<file path="src/rtl/jtframe_sdram_arb_pkg.sv">
// Shared types and constants for the SDRAM read-port arbiter.
package jtframe_sdram_arb_pkg;

  localparam int unsigned DW      = 32;
  localparam int unsigned SdramAw = 22;

  typedef enum logic [1:0] {
    StIdle,
    StWaitAck,
    StWaitRdy
  } state_e;

endpackage

</file>
<file path="src/rtl/jtframe_rr_pick.sv">
// Round-robin priority encoder: first set request at or after rr_i, wrapping.
module jtframe_rr_pick #(
  parameter int unsigned Slots = 4,
  parameter int unsigned IdxW  = $clog2(Slots)
) (
  input  logic [Slots-1:0] req_i,
  input  logic [IdxW-1:0]  rr_i,
  output logic [IdxW-1:0]  gnt_o,
  output logic             any_o
);

  always_comb begin
    int unsigned idx;
    logic        found;
    idx   = 0;
    found = 1'b0;
    gnt_o = '0;
    for (int unsigned k = 0; k < Slots; k++) begin
      idx = (32'(rr_i) + k) % Slots;
      if (!found && req_i[idx]) begin
        found = 1'b1;
        gnt_o = IdxW'(idx);
      end
    end
    any_o = found;
  end

endmodule

</file>
<file path="src/rtl/jtframe_sdram_arb.sv">
// Arbitrates SLOTS cached ROM requesters onto one SDRAM read port,
// one access in flight, misses granted round-robin.
module jtframe_sdram_arb
  import jtframe_sdram_arb_pkg::*;
#(
  parameter int unsigned SLOTS = 4,
  parameter int unsigned AW    = 22
) (
  input  logic                  clk_rom,
  input  logic                  rst_n,
  input  logic                  loop_rst,
  input  logic                  downloading,
  input  logic [SLOTS-1:0]      slot_req,
  input  logic [SLOTS*AW-1:0]   slot_addr,
  output logic [SLOTS-1:0]      slot_ok,
  output logic [SLOTS*DW-1:0]   slot_dout,
  output logic                  sdram_req,
  output logic [SdramAw-1:0]    sdram_addr,
  input  logic                  sdram_ack,
  input  logic [DW-1:0]         data_read,
  input  logic                  data_rdy,
  output logic                  busy
);

  localparam int unsigned IdxW = $clog2(SLOTS);

  state_e                     state_q, state_d;
  logic [IdxW-1:0]            gnt_q, gnt_d;
  logic [IdxW-1:0]            rr_q, rr_d;
  logic                       req_q, req_d;
  logic [AW-1:0]              addr_q, addr_d;
  logic [SLOTS-1:0]           valid_q, valid_d;
  logic [SLOTS-1:0][AW-1:0]   tag_q, tag_d;
  logic [SLOTS-1:0][DW-1:0]   data_q, data_d;

  logic [SLOTS-1:0][AW-1:0]   addr_a;
  logic [SLOTS-1:0]           hit;
  logic [SLOTS-1:0]           miss;
  logic [IdxW-1:0]            pick_gnt;
  logic                       pick_any;
  logic                       fill;

  assign addr_a = slot_addr;

  always_comb begin
    for (int unsigned i = 0; i < SLOTS; i++) begin
      hit[i] = slot_req[i] & valid_q[i] & (addr_a[i] == tag_q[i]);
    end
  end

  assign miss = slot_req & ~hit;

  jtframe_rr_pick #(
    .Slots (SLOTS),
    .IdxW  (IdxW)
  ) u_pick (
    .req_i (miss),
    .rr_i  (rr_q),
    .gnt_o (pick_gnt),
    .any_o (pick_any)
  );

  always_comb begin
    state_d = state_q;
    gnt_d   = gnt_q;
    rr_d    = rr_q;
    req_d   = req_q;
    addr_d  = addr_q;
    valid_d = valid_q;
    tag_d   = tag_q;
    data_d  = data_q;
    fill    = 1'b0;

    if (loop_rst) begin
      // Controller re-init: drop everything, any late data_rdy is ignored.
      state_d = StIdle;
      req_d   = 1'b0;
      valid_d = '0;
    end else begin
      unique case (state_q)
        StIdle: begin
          if (pick_any && !downloading) begin
            gnt_d   = pick_gnt;
            addr_d  = addr_a[pick_gnt];
            req_d   = 1'b1;
            state_d = StWaitAck;
          end
        end
        StWaitAck: begin
          if (sdram_ack) begin
            req_d = 1'b0;
            if (data_rdy) begin
              fill    = 1'b1;
              state_d = StIdle;
            end else begin
              state_d = StWaitRdy;
            end
          end
        end
        StWaitRdy: begin
          if (data_rdy) begin
            fill    = 1'b1;
            state_d = StIdle;
          end
        end
        default: state_d = StIdle;
      endcase

      if (fill) begin
        rr_d = (gnt_q == IdxW'(SLOTS - 1)) ? '0 : gnt_q + 1'b1;
        if (!downloading) begin
          tag_d[gnt_q]   = addr_q;
          data_d[gnt_q]  = data_read;
          valid_d[gnt_q] = 1'b1;
        end
      end

      if (downloading) valid_d = '0;
    end
  end

  always_ff @(posedge clk_rom or negedge rst_n) begin
    if (!rst_n) begin
      state_q <= StIdle;
      gnt_q   <= '0;
      rr_q    <= '0;
      req_q   <= 1'b0;
      addr_q  <= '0;
      valid_q <= '0;
      tag_q   <= '0;
      data_q  <= '0;
    end else begin
      state_q <= state_d;
      gnt_q   <= gnt_d;
      rr_q    <= rr_d;
      req_q   <= req_d;
      addr_q  <= addr_d;
      valid_q <= valid_d;
      tag_q   <= tag_d;
      data_q  <= data_d;
    end
  end

  assign slot_ok    = hit;
  assign slot_dout  = data_q;
  assign sdram_req  = req_q;
  assign sdram_addr = SdramAw'(addr_q);
  assign busy       = (state_q != StIdle);

endmodule

</file>
<file path="config.mk">
export PLATFORM = sky130hd
export DESIGN_NAME = jtframe_sdram_arb
export DESIGN_NICKNAME = d
export VERILOG_FILES = /design/src/rtl/jtframe_sdram_arb_pkg.sv /design/src/rtl/jtframe_rr_pick.sv /design/src/rtl/jtframe_sdram_arb.sv
export SDC_FILE = /design/constraint.sdc
export NUM_CORES = 1
export LEC_CHECK = 0
export CORE_MARGIN = 1.5
export CORE_UTILIZATION = 51
export DETAILED_ROUTE_END_ITERATION = 16
export GPL_TIMING_DRIVEN = 0
export PLACE_DENSITY = 0.81
export RECOVER_POWER = 25
export SYNTH_ARGS = -nofsm -noshare
export SYNTH_HDL_FRONTEND = slang
export SYNTH_SLANG_ARGS = --single-unit
</file>
<file path="constraint.sdc">
create_clock -name clk_rom -period 3.7 [get_ports clk_rom]
set_input_delay 0.74 -clock clk_rom [delete_from_list [all_inputs] [get_ports clk_rom]]
set_output_delay 0.74 -clock clk_rom [all_outputs]
set_load 0.01 [all_outputs]
</file>
==> reports/metrics.yaml <==
status: "finished, violations left"
violations: "capacitance limit, slew limit, setup timing"
die_area_um2: 25200
cp_common_cell: "clkdlybuf4s50_1"
track_usage: 0.303
synth_ff_type: "dfrtp_1"
synth_area_leaders: "dfrtp_1 (50%), mux2_2 (20%), xor2_1 (4.9%), a211oi_2 (3.9%), a211oi_1 (3.0%)"
maxCapViolCount: 1
finalHoldViolCount: 0
post_cts.repair.setup_buffers: 0
layout_common_cells: "clkdlybuf4s50_1 (283), dfrtp_1 (249), mux2_2 (216)"
dpl-instance-area_um2: 15700
drt_pass1_iterations: 5
core_um2: 23700
clock_skew_ps: 15.7
synth_seq_cells: 249
drt_iter0_drc: 646
critPathMaxFanout: 4
rr_endpoint: "tag_q[74]"
avgSynthCellArea_um2: 12.3
final_common_cell: "clkdlybuf4s50_1"
grt-busiest-layer: "met2"
cts_tree: "done"
cts_root_buf: "clkbuf_16"
post_drt_wl_per_cell_um: 23.3
grtUsageMet3: 0.0914
worstPathArrival_ps: 2970
die_h_um: 159
tns_ps: -7.80
start_kind: "input port"
antenna_found_initial: 2
slew_headroom: -0.101
setup_viol: 1
peakVddDrop_uv: 434
gp_congestion: 0.937
hpwl_um: 28600
vias: 9656
syn_to_final_growth_pct: 34.2
drive_gt1_frac: 0.244
r2r-start: "state_q[0]"
synthDistinctLibCells: 45
finalCritPeriodShare: 1.00
met2_usage: 0.494
pwr_density_cell_nw_per_um2: 501
hold_start: "valid_q[0]"
path_class: "input port to primary output"
end_kind: "primary output"
cp_slowest_stage_delay_ps: 580
layout.nets: 1458
fin_cells: 1662
dp_slack_ps: -614
period_minus_slack_ps: 3710
cts_buffer_depth: 3
io_pins: 286
port-buffer-count: 284
min_path_cells: 1
p_leak_nw: 7.77
postSynthCellCount: 1005
worst_slew_pin_slew_ps: 1650
r2r_slack_ps: 200
grt_max_degree: 103
htree_levels: 1
rows: 56
synth_async_sr_flop_share: 1.00
min_path_type: "flop to flop"
grt.met1_usage: 0.375
synth_seq_area_share: 0.503
min_to: "valid_q[0]"
syn_area_um2: 12400
critPathRequiredTime_ps: 2960
cts.sinks: 249
finalInstanceArea_um2: 16600
ys_warn_count: 0
yosysTopAreaCell: "dfrtp_1"
fin_util: 0.702
route.detailed.drc: 0
clk_latency_ps: 540
antenna_left: 0
rsz0062_at_grt: "true"
cts_buffers: 28
fmax_ghz: 0.270
clkTransAtPathRegs_ps: 60
syn-num-nets: 1142
dpl.cell_count: 1610
first_global_vias: 10004
start_util: 0.523
slew_violations: 67
drt-total-wl_um: 38800
avgViaCountPerCell: 5.81
path_cells: "clkdlybuf4s50_1, xor2_1, nor4_4, nand4_1, nor4b_2, clkdlybuf4s50_1"
synth_edf_count: 0
fin_ws_ps: -7.80
die_w_um: 159
grt_pass1_wl_um: 59200
synth_top_area_frac: 0.503
grt.overflow.total: 0
slowest_stage: "clkdlybuf4s50_1"
ff2ff_path_depth: 8
-- kinds of logic after synthesis --
kind of cell | after synthesis | share of synthesized area
adder cells (fa/ha/maj) | 7 | 0.00707
AO/OA/AOI/OAI | 183 | 0.129
buffers and inverters | 123 | 0.0408
XOR/XNOR | 88 | 0.0622
flip-flops | 249 | 0.503
AND/OR/NAND/NOR | 139 | 0.0620
multiplexers | 216 | 0.196
-- power breakdown --
part	switching (mW)	leakage [nW]	total (mW)	internal (mW)
combinational	1.09	3.88	2.12	1.03
clock	1.11	0.467	2.79	1.68
sequential	0.413	3.42	3.43	3.02
total	2.61	7.77	8.34	5.72
-- layout make-up --
class                   count  area, um^2
diodes                      1        2.50
repair buffers            286        2850
well taps                 319         399
clock inverters             7        63.8
inverters                  53         199
fillers                  1737        7050
flip-flops and latches    249        6230
multi-input cells         633        5700
plain buffers              70         312
clock buffers              44         872
-- flip-flops by register name (all words and copies together), names as in the netlist --
name and cells:
tag_q 88, state_q 2, sdram_req 1, sdram_addr 22, valid_q 4, gnt_q 2
slot_dout 128, rr_q 2
-- synth_stat cells (5+ instances only) --
library cell / count
o221ai_1: 23
nor2_1: 8
mux2_2: 216
a211oi_1: 49
xor2_1: 69
clkbuf_1: 60
inv_1: 53
nand4_1: 10
nand2_1: 35
a211oi_2: 39
nor4_1: 17
a21boi_0: 44
dfrtp_1: 249
xnor2_1: 19
a21o_1: 5
buf_2: 5
buf_6: 5
ha_1: 7
and3_1: 44
-- critical path: cells and delay by family --
kind / cells / cell delay [ps]
buffers and inverters: 2 / 1070
AND/OR/NAND/NOR: 3 / 960
XOR/XNOR: 1 / 200
-- worst max-delay path by stage --
stage          cells past startpoint        endpoint  slack [ps]     startpoint
2_1_floorplan                     10  sdram_addr[11]         480  slot_addr[74]
5_1_grt                            6      slot_ok[3]         -60  slot_addr[79]
3_5_place_dp                      10   sdram_addr[9]        -610  slot_addr[75]
4_1_cts                            6      slot_ok[3]         -70  slot_addr[68]
6_report                           6      slot_ok[3]          -8  slot_addr[68]
3_3_place_gp                       1    slot_dout[9]       -8780          rst_n
-- metrics by stage --
step | power, mW | hold slack [ps]
final | 8.34 | 491
after global routing | 8.65 | 502
after CTS | 8.35 | 162
after global placement | 5.48 | 461
after floorplan | 4.37 | 444
after detailed placement | 5.55 | 471
-- per-layer routing --
| layer | wire length [um] | part of all wire |
|---|---|---|
| met1 | 15100 | 0.39 |
| met2 | 18200 | 0.47 |
| met3 | 3690 | 0.095 |
| met4 | 1790 | 0.046 |
| met5 | 10 | 0.00026 |
-- timing repair --
| action | in CTS | in global routing |
|---|---|---|
| pin swaps | 1 | 1 |
| hold buffers | 0 | 0 |
| endpoints found under the setup margin | 12 | 29 |
| gates resized for setup | 3 | 12 |
Note: power is estimated with default switching activity, not from simulation.
